--- src/rtl/fifo_wr_sched_pkg.sv ---
// Shared types and helpers for the FIFO write-side scheduler: FSM state
// encoding, parameter defaults and the round-robin search function.
package fifo_wr_sched_pkg;

   typedef enum logic [1:0] {
      ST_RUN   = 2'd0,
      ST_FLUSH = 2'd1,
      ST_QUIET = 2'd2
   } state_e;

   localparam int N_DEF     = 4;
   localparam int DW_DEF    = 4;
   localparam int QUIET_DEF = 3;
   localparam int CW_DEF    = 16;

   // First eligible index at or after ptr, wrapping modulo n (n <= 8).
   function automatic logic [2:0] next_rr(input logic [2:0] ptr,
                                          input logic [7:0] eligible,
                                          input int unsigned n);
      logic [2:0]  res;
      logic        found;
      int unsigned idx;
      res   = 3'd0;
      found = 1'b0;
      for (int unsigned k = 0; k < 8; k++) begin
         idx = ({29'd0, ptr} + k) % n;
         if ((k < n) && !found && eligible[idx[2:0]]) begin
            res   = idx[2:0];
            found = 1'b1;
         end else begin
            res   = res;
         end
      end
      return res;
   endfunction

endpackage

--- src/rtl/fifo_wr_sched_rr_arbiter.sv ---
// Round-robin arbiter: eligibility mask, rotating pointer and one-hot grant.
// The pointer only advances on a grant, so blocked cycles keep fairness.
module fifo_wr_sched_rr_arbiter
   import fifo_wr_sched_pkg::*;
#(
   parameter int N = N_DEF
) (
   input  logic         clock,
   input  logic         reset,
   input  logic         en_i,
   input  logic         fifo_full_i,
   input  logic [N-1:0] req_valid_i,
   output logic [N-1:0] grant_o,
   output logic         grant_any_o
);

   localparam int PW = $clog2(N);

   logic [PW-1:0] ptr_q, ptr_d;
   logic [N-1:0]  elig_s;
   logic [7:0]    elig8_s;
   logic [2:0]    ptr8_s;
   logic [2:0]    idx8_s;

   // Eligibility, grant search and pointer update.
   always_comb begin
      elig_s              = req_valid_i & {N{en_i & ~fifo_full_i}};
      elig8_s             = 8'd0;
      elig8_s[N-1:0]      = elig_s;
      ptr8_s              = 3'd0;
      ptr8_s[PW-1:0]      = ptr_q;
      idx8_s              = next_rr(ptr8_s, elig8_s, N);
      grant_any_o         = |elig_s;
      grant_o             = '0;
      ptr_d               = ptr_q;
      if (grant_any_o) begin
         grant_o[idx8_s[PW-1:0]] = 1'b1;
         if (idx8_s == 3'(N - 1)) begin
            ptr_d = '0;
         end else begin
            ptr_d = PW'(idx8_s + 3'd1);
         end
      end else begin
         grant_o = '0;
         ptr_d   = ptr_q;
      end
   end

   // Pointer register.
   always_ff @(posedge clock or negedge reset) begin
      if (!reset) begin
         ptr_q <= '0;
      end else begin
         ptr_q <= ptr_d;
      end
   end

endmodule

--- src/rtl/fifo_wr_sched.sv ---
// Write-side scheduler: round-robin sharing of the FIFO write port plus the
// flush sequencer (FLUSH pulse, then a QUIET window before writes resume).
module fifo_wr_sched
   import fifo_wr_sched_pkg::*;
#(
   parameter int N     = N_DEF,
   parameter int DW    = DW_DEF,
   parameter int QUIET = QUIET_DEF,
   parameter int CW    = CW_DEF
) (
   input  logic          clock,
   input  logic          reset,
   input  logic [N-1:0]  req_valid_i,
   input  logic [N*DW-1:0] req_data_i,
   output logic [N-1:0]  req_ready_o,
   input  logic          flush_req_i,
   input  logic          fifo_full_i,
   output logic          fifo_wr_valid_o,
   output logic [DW-1:0] fifo_wr_data_o,
   output logic          fifo_flush_o,
   output logic          flush_busy_o,
   output logic          flush_done_o,
   output logic [CW-1:0] wr_count_o
);

   state_e        state_q, state_d;
   logic [3:0]    qcnt_q, qcnt_d;
   logic [CW-1:0] cnt_q, cnt_d;
   logic          run_s;
   logic [N-1:0]  grant_s;
   logic          grant_any_s;
   logic [DW-1:0] data_s;

   // Reset is folded in so grants are suppressed while reset is held.
   assign run_s = (state_q == ST_RUN) & reset;

   fifo_wr_sched_rr_arbiter #(.N(N)) u_arb (
      .clock       (clock),
      .reset       (reset),
      .en_i        (run_s),
      .fifo_full_i (fifo_full_i),
      .req_valid_i (req_valid_i),
      .grant_o     (grant_s),
      .grant_any_o (grant_any_s)
   );

   // Flush sequencer next-state and decoded status outputs.
   always_comb begin
      state_d      = state_q;
      qcnt_d       = qcnt_q;
      fifo_flush_o = (state_q == ST_FLUSH);
      flush_busy_o = (state_q == ST_FLUSH) || (state_q == ST_QUIET);
      flush_done_o = (state_q == ST_QUIET) && (qcnt_q == 4'd0) && !flush_req_i;
      case (state_q)
         ST_RUN: begin
            if (flush_req_i) begin
               state_d = ST_FLUSH;
            end else begin
               state_d = ST_RUN;
            end
         end
         ST_FLUSH: begin
            state_d = ST_QUIET;
            qcnt_d  = 4'(QUIET - 1);
         end
         ST_QUIET: begin
            if (flush_req_i) begin
               state_d = ST_FLUSH;
            end else if (qcnt_q == 4'd0) begin
               state_d = ST_RUN;
            end else begin
               qcnt_d = qcnt_q - 4'd1;
            end
         end
         default: begin
            state_d = ST_RUN;
            qcnt_d  = 4'd0;
         end
      endcase
   end

   // Accepted-write counter; cleared on entry to FLUSH so it reads 0 there.
   always_comb begin
      if ((state_d == ST_FLUSH) || (state_q == ST_FLUSH)) begin
         cnt_d = '0;
      end else if (grant_any_s && (cnt_q != {CW{1'b1}})) begin
         cnt_d = cnt_q + CW'(1);
      end else begin
         cnt_d = cnt_q;
      end
   end

   // One-hot data mux for the granted requester.
   always_comb begin
      data_s = '0;
      for (int i = 0; i < N; i++) begin
         if (grant_s[i]) begin
            data_s = data_s | req_data_i[i*DW +: DW];
         end else begin
            data_s = data_s;
         end
      end
   end

   assign req_ready_o     = grant_s;
   assign fifo_wr_valid_o = |(req_valid_i & grant_s);
   assign fifo_wr_data_o  = data_s;
   assign wr_count_o      = cnt_q;

   // State, quiet counter and write counter registers.
   always_ff @(posedge clock or negedge reset) begin
      if (!reset) begin
         state_q <= ST_RUN;
         qcnt_q  <= 4'd0;
         cnt_q   <= '0;
      end else begin
         state_q <= state_d;
         qcnt_q  <= qcnt_d;
         cnt_q   <= cnt_d;
      end
   end

endmodule

--- config.mk ---
export PLATFORM = sky130hd
export DESIGN_NAME = fifo_wr_sched
export DESIGN_NICKNAME = d
export VERILOG_FILES = /design/src/rtl/fifo_wr_sched_pkg.sv /design/src/rtl/fifo_wr_sched_rr_arbiter.sv /design/src/rtl/fifo_wr_sched.sv
export SDC_FILE = /design/constraint.sdc
export NUM_CORES = 1
export LEC_CHECK = 0
export ABC_CLOCK_PERIOD_IN_PS = 7050
export CAP_MARGIN = 20
export CORE_UTILIZATION = 52
export CTS_BUF_LIST = sky130_fd_sc_hd__clkbuf_4 sky130_fd_sc_hd__clkbuf_8
export CTS_CLUSTER_DIAMETER = 60
export DETAILED_ROUTE_END_ITERATION = 7
export PLACE_DENSITY_LB_ADDON = 0.1
export SETUP_SLACK_MARGIN = 0.02
export SYNTH_ARGS = -nofsm -noshare
export SYNTH_HDL_FRONTEND = slang
export SYNTH_SLANG_ARGS = --single-unit
--- constraint.sdc ---
create_clock -name clock -period 7.05 [get_ports clock]
set_input_delay 1.41 -clock clock [delete_from_list [all_inputs] [get_ports clock]]
set_output_delay 1.41 -clock clock [all_outputs]
set_load 0.01 [all_outputs]
==> Yosys cells after proc, flatten, opt, wreduce, memory -nomap -nowiden <==
Index checks and enable logic that the tools add are counted.
W data, S select, Z words.
{ "totals": {"reg_bits": 24, "in_bits": 24, "output_inout_bits": 28, "word_cells": 83} }
{ "classes": {"n_addsub": 6, "order_cmp": 6, "n_eq_ne": 7, "mux": 32, "bitwise_logic": 9, "reduce_logical": 19} }
{ "op_table": {"columns": ["cell", "count"], "rows": [
  ["$mux W16", 2],
  ["$mux W4", 7],
  ["$add A16 B1 Y16 const B", 1],
  ["$lt A2 B4 Y1 const B", 4],
  ["$ne A16 B16 Y1 const B", 1],
  ["$or A4 B4 Y4", 3],
  ["$pmux W4 S3", 1],
  ["$mux W1", 9],
  ["$mux W3", 3],
  ["$and A4 B4 Y4", 2],
  ["$bmux W1 S2", 4],
  ["$mux W2", 4],
  ["$reduce_or A4 Y1", 2],
  ["$logic_and A1 B1 Y1", 7],
  ["$pmux W2 S3", 1],
  ["$add A2 B1 Y2 const B", 2],
  ["$add A2 B2 Y2 const B", 2],
  ["$eq A2 B1 Y1 const B", 2],
  ["$logic_not A1 Y1", 4],
  ["$logic_not A4 Y1", 1],
  ["$ne A2 B2 Y1 const B", 2],
  ["$sub A4 B1 Y4 const B", 1],
  ["$eq A3 B2 Y1 const B", 1],
  ["$lt A2 B3 Y1 const B", 1],
  ["9 further kinds", 12]
]} }

==> Depth between registers and ports, before layout <==
Gate-level depths: netlist of the first run.
{ "logic_depth": {"depth_word": 28, "depth_mapped": 11, "mapped_depth_nobuf": 10} }

==> By module <==
Synthesis of the first run repeated with hierarchy kept, for this count alone.
{ "unflattened": {"hier_cells": 189, "area_unflattened_um2": 1677.9} }
{ "modules_own_cells": {"columns": ["mod", "n_inst", "cells_per_inst", "area_each_um2", "seq_area_each_um2"], "rows": [
  ["fifo_wr_sched", 1, 162, 1421.4, 550.5],
  ["fifo_wr_sched_rr_arbiter", 1, 27, 256.5, 50.0]
]} }

==> Worst setup path after synthesis of the first run <==
OpenSTA, ideal clock, no wires.
{ "synth_path": {"path_kind": "input port to output port", "startpoint": "input port fifo_full_i", "endpoint": "output port fifo_wr_valid_o", "t_arrival_ps": 2936, "required_time_ps": 5640, "setup_slack_ps": 2704, "cell_stages": 9, "path_buffers": 1, "cell_sequence": "and3b_1 > clkbuf_2 > a31oi_1 > o21a_1 > o221a_2 > inv_1 > ha_1 > a22oi_1 > a21oi_1"} }
{ "synth_via": {"elab_chain_len": 22, "elab_cells_between_ends": 33, "classes_between": "2 x order compare; 18 x mux; 4 x bitwise; 9 x reduce/logical"} }
{ "synth_rtl": {"columns": ["item", "line_no", "text"], "rows": [
  ["from (decl)", "fifo_wr_sched.sv:17", "input logic fifo_full_i,"],
  ["$not A1 Y1 *", "fifo_wr_sched_rr_arbiter.sv:27", "elig_s = req_valid_i & {N{en_i & ~fifo_full_i}};"],
  ["$and A1 B1 Y1 *", "fifo_wr_sched_rr_arbiter.sv:27", null],
  ["$and A4 B4 Y4 *", "fifo_wr_sched_rr_arbiter.sv:27", null],
  ["$bmux W1 S2", "fifo_wr_sched_pkg.sv:27", "if ((k < n) && !found && eligible[idx[2:0]]) begin"],
  ["$mux W1 (not written as such)", "fifo_wr_sched_pkg.sv:27", null],
  ["$mux W1", "fifo_wr_sched_pkg.sv:27", null],
  ["$logic_not A1 Y1", "fifo_wr_sched_pkg.sv:27", null],
  ["$logic_and A1 B1 Y1", "fifo_wr_sched_pkg.sv:27", null],
  ["[... 6 more ...]", null, null],
  ["$mux W3", "fifo_wr_sched_pkg.sv:27", null],
  ["$lt A2 B3 Y1 (not written as such) / $ge A2 B1 Y1 (equally long branches)", "fifo_wr_sched_rr_arbiter.sv:37", "grant_o[idx8_s[PW-1:0]] = 1'b1;"],
  ["$logic_and A1 B1 Y1 (not written as such)", "fifo_wr_sched_rr_arbiter.sv:37", null],
  ["$mux W1 (not written as such)", "fifo_wr_sched_rr_arbiter.sv:37", null],
  ["$demux W1 S2", null, null],
  ["$mux W4 *", "fifo_wr_sched_rr_arbiter.sv:36", "if (grant_any_o) begin"],
  ["$and A4 B4 Y4 *", "fifo_wr_sched.sv:106", "assign fifo_wr_valid_o = |(req_valid_i & grant_s);"],
  ["$reduce_or A4 Y1 *", "fifo_wr_sched.sv:106", null],
  ["to (decl)", "fifo_wr_sched.sv:18", "output logic fifo_wr_valid_o,"]
]} }
Mark *: on every way between the ends. The rest lies on a longest branch, timed or not. The select of a mux whose other input is x is not followed.

==> Worst setup path in the final report of the first run <==
{ "layout_path": {"startpoint": "input port reset", "endpoint": "output port fifo_wr_data_o[3]"} }
{ "layout_via": {"elab_chain_len": 27, "elab_cells_between_ends": 38, "classes_between": "2 x order compare; 22 x mux; 6 x bitwise; 8 x reduce/logical"} }
{ "layout_rtl": {"columns": ["item", "line_no", "text"], "rows": [
  ["from (decl)", "fifo_wr_sched.sv:12", "input logic reset,"],
  ["$and A1 B1 Y1 *", "fifo_wr_sched.sv:35", "assign run_s = (state_q == ST_RUN) & reset;"],
  ["$and A1 B1 Y1 *", "fifo_wr_sched_rr_arbiter.sv:27", null],
  ["$and A4 B4 Y4 *", "fifo_wr_sched_rr_arbiter.sv:27", null],
  ["$bmux W1 S2", "fifo_wr_sched_pkg.sv:27", null],
  ["$mux W1 (not written as such)", "fifo_wr_sched_pkg.sv:27", null],
  ["$mux W1", "fifo_wr_sched_pkg.sv:27", null],
  ["$logic_not A1 Y1", "fifo_wr_sched_pkg.sv:27", null],
  ["$logic_and A1 B1 Y1", "fifo_wr_sched_pkg.sv:27", null],
  ["[... 11 more ...]", null, null],
  ["$mux W4 *", "fifo_wr_sched_rr_arbiter.sv:36", null],
  ["$mux W4", "fifo_wr_sched.sv:97", "if (grant_s[i]) begin"],
  ["$or A4 B4 Y4", "fifo_wr_sched.sv:98", "data_s = data_s | req_data_i[i*DW +: DW];"],
  ["$mux W4", "fifo_wr_sched.sv:97", null],
  ["$or A4 B4 Y4", "fifo_wr_sched.sv:98", null],
  ["$mux W4", "fifo_wr_sched.sv:97", null],
  ["$or A4 B4 Y4", "fifo_wr_sched.sv:98", null],
  ["$mux W4 *", "fifo_wr_sched.sv:97", null],
  ["to (decl)", "fifo_wr_sched.sv:19", "output logic [DW-1:0] fifo_wr_data_o,"]
]} }
Marked as above.

==> results.md, run 1 <==
* Run status: finished clean
* Setup crit start kind: primary input
* Top cells by area, synth: dfrtp_1 (36%), ha_1 (8.3%), a22oi_1 (4.5%)
* Final hold violations at 0
* Tot Pwr at 0.475 mW
* GRT Util Overall at 26.6%
* Cell taking the most area after synthesis: dfrtp_1
* Skew final at 0.00619 ns
* # diodes at 0
* Critical Path AT at 4.42 ns
* Initial core utilization at 54.6%
* Worst setup path startpoint: reset
* Mean Syn Cell Area at 8.91 µm²
* Final Core Density at 74.3%
* Longest Clk Path Bufs at 2
* RSZ-0062 raised after global routing: false
* Grt total ovfl at 0
* Die Y-Extent at 58.6 µm
* Final instance area at 0.00227 mm²
* Leak Pwr at 0.966 nW
* Clock tree from TritonCTS: yes
* Ys flop type: dfrtp_1
* Post-synth ARST share at 100%
* Clk slew on worst S/H paths at 0.13 ns
* Post-CTS Setup Bufs at 0
* Tightest Pin Transition at 0.862 ns
* IO buf count at 51
* Tcrit/Tclk final at 82.7%
* Setup WS pre-CTS at 1.23 ns
* Layout net count at 277
* CTS Sinks at 24
* Yosys top cell area share at 36.0%
* Die Wd at 58.6 µm
* First-pass GRT wire length at 7.02 mm
* Register-to-Register Path Depth at 9
* WL/cell at 15.3 µm
* Critical Path RT at 5.64 ns
* Number of global-route vias before repair at 1569
* Sequential cell area fraction in the yosys report at 36.0%
* Number of synthesized flops with an enable pin at 0
* Reg2reg end: u_arb.ptr_q[1]
* Num CTS Buffers at 3
* # IOs at 52
* FF-to-FF setup slack at 4.75 ns
* Critical path fanouts, max at 26
* Cell count after synthesis at 187
* Finished Layout Cells at 285
* Drt total wl at 4.37 mm
* YS warnings at 0
* Flop and latch count out of synthesis at 24
* Syn_nets at 222
* Filler cell count at 238
* Unique masters post-synth at 45
* # hold bufs at CTS at 0
* DP Wirelength at 3.34 mm
* CP endpoint: fifo_wr_data_o[3]
* Final Slew Violations at 0
* Setup TNS at 0 ns
* Pin count of the biggest net entering global routing at 27
* Worst VDD drop at 0.236 mV
* Fin crit period at 5.83 ns
* Max frequency at 171 MHz
* Hold slack at 0.539 ns
* Root Buffer: clkbuf_4
* Hold Path Class: register to register
* Crit Path Class: primary input to primary output
* Drt via density at 5.81
* Remaining DRCs at 0
* Htree depth at 1
* Power density cells at 209 mW/mm²
* Synth-to-Final Area Change at 36.0%
* Slew HR at 42.0%
* Post-DRT Antenna Nets at 0
* Starting DRT DRC Count at 81
* Nature of the critical path endpoint: primary output
* Post-route setup slack at 1.22 ns
* DRT Pass-1 Iters at 4
* Post-Syn Area at 0.00167 mm²
* Antenna violations before repair at 0
* Site Rows at 20
* Cell Area, Placed at 0.00222 mm²
* Clock latency on the worst-skew pair at 0.32 ns
* DP Cell Count at 280
* Core ar. at 0.00305 mm²
* Share of cells above drive strength 1 at 6.64%
* RR Startpoint: state_q[0]
* Final setup violation count at 0
* Gp weighted congestion at 0.800
* Vias at 1657
* Post_cts resized at 0
* Die area at 0.00344 mm²
* Max cap viols at 0
[logic make-up (layout without fill, tap and decap cells)]
| family | count (synthesis) | in the layout | share of synthesized area [%] |
|---|---|---|---|
| adders and majority gates | 11 | 11 | 8.26 |
| xor gates and xnor gates | 12 | 12 | 6.31 |
| AOI/OAI and AO/OA | 43 | 43 | 17.3 |
| buffers and inverters | 15 | 69 | 3.68 |
| DFF | 24 | 24 | 36.0 |
| and+or+nand+nor | 80 | 80 | 27.3 |
| muxes | 2 | 2 | 1.20 |
[worst max-delay path, stage by stage]
cell             delay [ns]
clkdlybuf4s50_1        0.45
buf_4                  0.31
and3b_1                0.42
a31oi_1                0.13
o21a_1                 0.17
o221a_2                0.29
inv_1                  0.10
ha_1                   0.28
a22oi_1                0.13
a21oi_1                0.16
clkdlybuf4s50_1        0.55
[state kept, by name (all words and copies together) (netlist names)]
register	count
state_q	2
wr_count_o	16
u_arb.ptr_q	2
qcnt_q	4
[layout make-up]
| type | instances | area, µm² | share of cell area, % |
|---|---|---|---|
| multi-input cells | 148 | 1000 | 44.3 |
| flip-flops and latches | 24 | 601 | 26.5 |
| repair buffers | 53 | 526 | 23.2 |
| well taps | 44 | 55.1 | 2.43 |
| inverters | 12 | 45.0 | 1.99 |
| clock buffers | 4 | 36.3 | 1.60 |
[per-layer routing]
metal,vias up,track usage [%],part of all wire (%)
li1,790,-,-
met3,9,5.05,6.1
met1,797,30.9,42
met2,61,48.4,51
met5,-,0,0
met4,0,9.86,1.5
[worst min-delay path by stage]
stage | slack, ns | startpoint | end | cells after the start
finish | 0.54 | qcnt_q[1] | qcnt_q[1] | 2
global route | 0.56 | qcnt_q[0] | qcnt_q[0] | 1
detailed placement | 0.51 | qcnt_q[0] | qcnt_q[0] | 1
CTS | 0.54 | qcnt_q[0] | qcnt_q[0] | 1
floorplan | 0.46 | qcnt_q[1] | qcnt_q[1] | 2
global placement | 0.50 | qcnt_q[1] | qcnt_q[1] | 2
[cell usage in the layout, fill, tap and decap left out, drive strengths merged, types with 2 or more instances in the layout]
| cell | n |
|---|---|
| a21oi | 12 |
| buf | 2 |
| nor3 | 3 |
| xor2 | 4 |
| xnor2 | 8 |
| dfrtp | 24 |
| nand2 | 20 |
| nand4 | 7 |
| clkbuf | 4 |
| mux2i | 2 |
| nor4 | 2 |
| nand3 | 7 |
| or4 | 3 |
| or3 | 2 |
| and3 | 8 |
| nand2b | 2 |
| a211oi | 6 |
| o21ai | 7 |
| inv | 12 |
| a22oi | 10 |
| clkdlybuf4s50 | 51 |
| nor2 | 19 |
| ha | 11 |
[synthesized netlist by cell type (2+ instances only)]
cell type / count
nand4_1: 7
o21ai_0: 5
nand2_1: 19
a211oi_1: 5
or4_1: 2
xor2_1: 4
nand2b_1: 2
and3_1: 8
mux2i_1: 2
o21ai_1: 2
nor2_1: 18
nor3_1: 2
ha_1: 11
nand3_1: 7
a21oi_1: 12
inv_1: 12
dfrtp_1: 24
or3_1: 2
xnor2_1: 8
a22oi_1: 10
[where the power goes]
| part | total, mW | internal [mW] | switching (mW) |
|---|---|---|---|
| clock network | 0.0735 | 0.0316 | 0.0419 |
| registers | 0.183 | 0.158 | 0.0246 |
| logic | 0.218 | 0.0964 | 0.122 |
Note: power is estimated with default switching activity, not from simulation.
==> inputs of run 2 (changes only) <==
--- a/config.mk
+++ b/config.mk
@@ -5,9 +5,9 @@
 export SDC_FILE = /design/constraint.sdc
 export NUM_CORES = 1
 export LEC_CHECK = 0
-export ABC_CLOCK_PERIOD_IN_PS = 7050
+export ABC_CLOCK_PERIOD_IN_PS = 5000
 export CAP_MARGIN = 20
-export CORE_UTILIZATION = 52
+export CORE_UTILIZATION = 44
 export CTS_BUF_LIST = sky130_fd_sc_hd__clkbuf_4 sky130_fd_sc_hd__clkbuf_8
 export CTS_CLUSTER_DIAMETER = 60
 export DETAILED_ROUTE_END_ITERATION = 7
==> constraint.sdc (replaced) <==
create_clock -name clock -period 5 [get_ports clock]
set_input_delay 1 -clock clock [delete_from_list [all_inputs] [get_ports clock]]
set_output_delay 1 -clock clock [all_outputs]
set_load 0.01 [all_outputs]
==> results.md, run 2 (synthesis gave the netlist of run 1 again) <==
* RR Startpoint: state_q[0]
* Skew final at 0.00124 ns (-0.00495 ns)
* Drt total wl at 4.37 mm (about the same)
* Nature of the critical path endpoint: primary output
* FF-to-FF setup slack at 2.81 ns (-1.94 ns)
* Antenna violations before repair at 0 (unchanged)
* Commonest non-fill, non-tap cell in the layout: clkdlybuf4s50_1
* Run status: finished clean
* Final setup violation count at 0 (unchanged)
* Critical path fanouts, max at 6 (-77%)
* Initial core utilization at 48.1% (-6.5 points)
* Worst VDD drop at 0.214 mV (-9.3%)
* Synth-to-Final Area Change at 39.0%
* Core ar. at 0.00347 mm² (+14%)
* CP endpoint: fifo_wr_data_o[0]
* Post_cts resized at 0 (unchanged)
* CTS Sinks at 24 (unchanged)
* First-pass GRT wire length at 7.37 mm (+5.0%)
* Site Rows at 21 (+5.0%)
* Layout net count at 278 (+0.36%)
* Area taken by multi-input logic gates at 0.00100 mm² (unchanged)
* Max reg flops at 16 (unchanged)
* Setup crit start kind: primary input
* Reg2reg end: wr_count_o[13]
* Final Slew Violations at 0 (unchanged)
* Hold Path Class: register to register
* GRT Util Overall at 22.6% (-4.0 points)
* Htree depth at 1 (unchanged)
* Tightest Pin Transition at 0.762 ns (-0.0995 ns)
* DRT Pass-1 Iters at 4 (unchanged)
* Tcrit/Tclk final at 88.5%
* WL/cell at 15.2 µm (-1.1%)
* # hold bufs at CTS at 0 (unchanged)
* Share of cells above drive strength 1 at 7.02% (+0.39 points)
* Commonest non-fill, non-tap cells in the layout: clkdlybuf4s50_1 (51), dfrtp_1 (24), nand2_1 (19), nor2_1 (18)
* IO buf count at 51 (unchanged)
* Clock latency on the worst-skew pair at 0.27 ns (-0.05 ns)
* Fin crit period at 4.43 ns
* DP Wirelength at 3.31 mm (-0.95%)
* Power density cells at 320 mW/mm² (+53%)
* Clock power share at 23.3% (+7.8 points)
* Clock tree from TritonCTS: yes
* Clk slew on worst S/H paths at 0.09 ns (-0.04 ns)
* Slew HR at 48.7% (+6.7 points)
* Root Buffer: clkbuf_8
* Starting DRT DRC Count at 97 (+20%)
* Register share of total power at 34.9% (-3.7 points)
* Register-to-Register Path Depth at 7 (-2)
* Number of global-route vias before repair at 1666 (+6.2%)
* Crit Path Class: primary input to primary output
* Final instance area at 0.00232 mm² (+2.2%)
* # IOs at 52 (unchanged)
* Worst setup path startpoint: reset
* RSZ-0062 raised after global routing: false
* Power share of the combinational group at 41.8% (-4.2 points)
* Leak Pwr at 0.987 nW (+2.2%)
* Setup TNS at 0 ns (unchanged)
* Pin count of the biggest net entering global routing at 26 (-3.7%)
* Critical Path AT at 3.43 ns (-0.99 ns)
* Post-CTS Setup Bufs at 0 (unchanged)
* Sw Share at 36.6% (-3.1 points)
* Die Y-Extent at 63.5 µm (+8.4%)
* Reg area at 601 µm² (unchanged)
* Grt total ovfl at 0 (unchanged)
* Gp weighted congestion at 0.856 (+7.0%)
* Internal at 0.470 mW (+64%)
* Post-DRT Antenna Nets at 0 (unchanged)
* Final hold violations at 0 (unchanged)
* Longest Clk Path Bufs at 2 (unchanged)
* Max frequency at 226 MHz
* Remaining DRCs at 0 (unchanged)
* Drt via density at 5.73 (-1.5%)
* Tot Pwr at 0.741 mW (+56%)
* Die area at 0.00404 mm² (+18%)
* Critical Path RT at 4.00 ns (-1.64 ns)
* Vias at 1649 (-0.48%)
* Die Wd at 63.5 µm (+8.4%)
* Max cap viols at 0 (unchanged)
* Cell Area, Placed at 0.00224 mm² (+0.96%)
* Psw at 0.271 mW (+44%)
* Num CTS Buffers at 3 (unchanged)
* Filler cell count at 324 (+36%)
* # diodes at 0 (unchanged)
-- run 2: changes by cell type in the layout (fill, tap and decap cells not counted), sizes merged --
cell / change
buf: +1
clkbuf: -1
bufinv: +1
-- run 2: cell type report --
| class | instances | share of cell area (%) |
|---|---|---|
| clock buffers | 3 | 1.78 |
| clock inverters | 1 | 1.30 |
| inverters | 12 | 1.94 |
| multi-input cells | 148 | 43.4 |
| flip-flops and latches | 24 | 25.9 |
| well taps | 46 | 2.49 |
| repair buffers | 54 | 23.2 |
-- run 2: worst min path at each step --
stage | start | endpoint | cells past startpoint | slack [ns]
floorplan | qcnt_q[1] | qcnt_q[1] | 2 | 0.46
global placement | qcnt_q[1] | qcnt_q[1] | 2 | 0.49
finish | qcnt_q[1] | qcnt_q[1] | 2 | 0.52
detailed placement | qcnt_q[1] | qcnt_q[1] | 2 | 0.50
global route | qcnt_q[0] | qcnt_q[0] | 1 | 0.55
CTS | qcnt_q[1] | qcnt_q[1] | 2 | 0.52
-- run 2: per-layer routing --
metal	global-route usage [%]	share of wire, %	up-vias
met5	0	0	-
met1	28.0	44	801
met2	40.7	51	52
met3	1.63	3.5	6
li1	-	-	790
met4	7.95	1.2	0
-- run 2: stage by stage --
stage / hold slack [ns] / cells / utilization [%] / setup WS, ns
finish: 0.518 / 288 / 66.8 / 0.574
global route: 0.551 / 288 / 66.8 / 0.420
CTS: 0.518 / 288 / 66.8 / 0.570
detailed placement: 0.496 / 284 / 64.7 / 0.591
global placement: 0.488 / 283 / 64.4 / 0.649
floorplan: 0.465 / 187 / - / 1.47
-- run 2: critical path, cell delays in order --
cell and delay, ns:
clkdlybuf4s50_1 0.50, and3b_1 0.19, a31oi_1 0.09, o21a_1 0.18
o221a_2 0.29, inv_1 0.08, ha_1 0.26, a22oi_1 0.12
a21oi_1 0.15, clkdlybuf4s50_1 0.56
-- run 2: power by group through the flow --
stage / clock network (mW) / registers, mW / logic, mW
floorplan: 0 / 0.255 / 0.186
global placement: 0 / 0.258 / 0.287
detailed placement: 0 / 0.262 / 0.308
CTS: 0.176 / 0.258 / 0.311
global route: 0.185 / 0.264 / 0.349
finish: 0.173 / 0.259 / 0.310
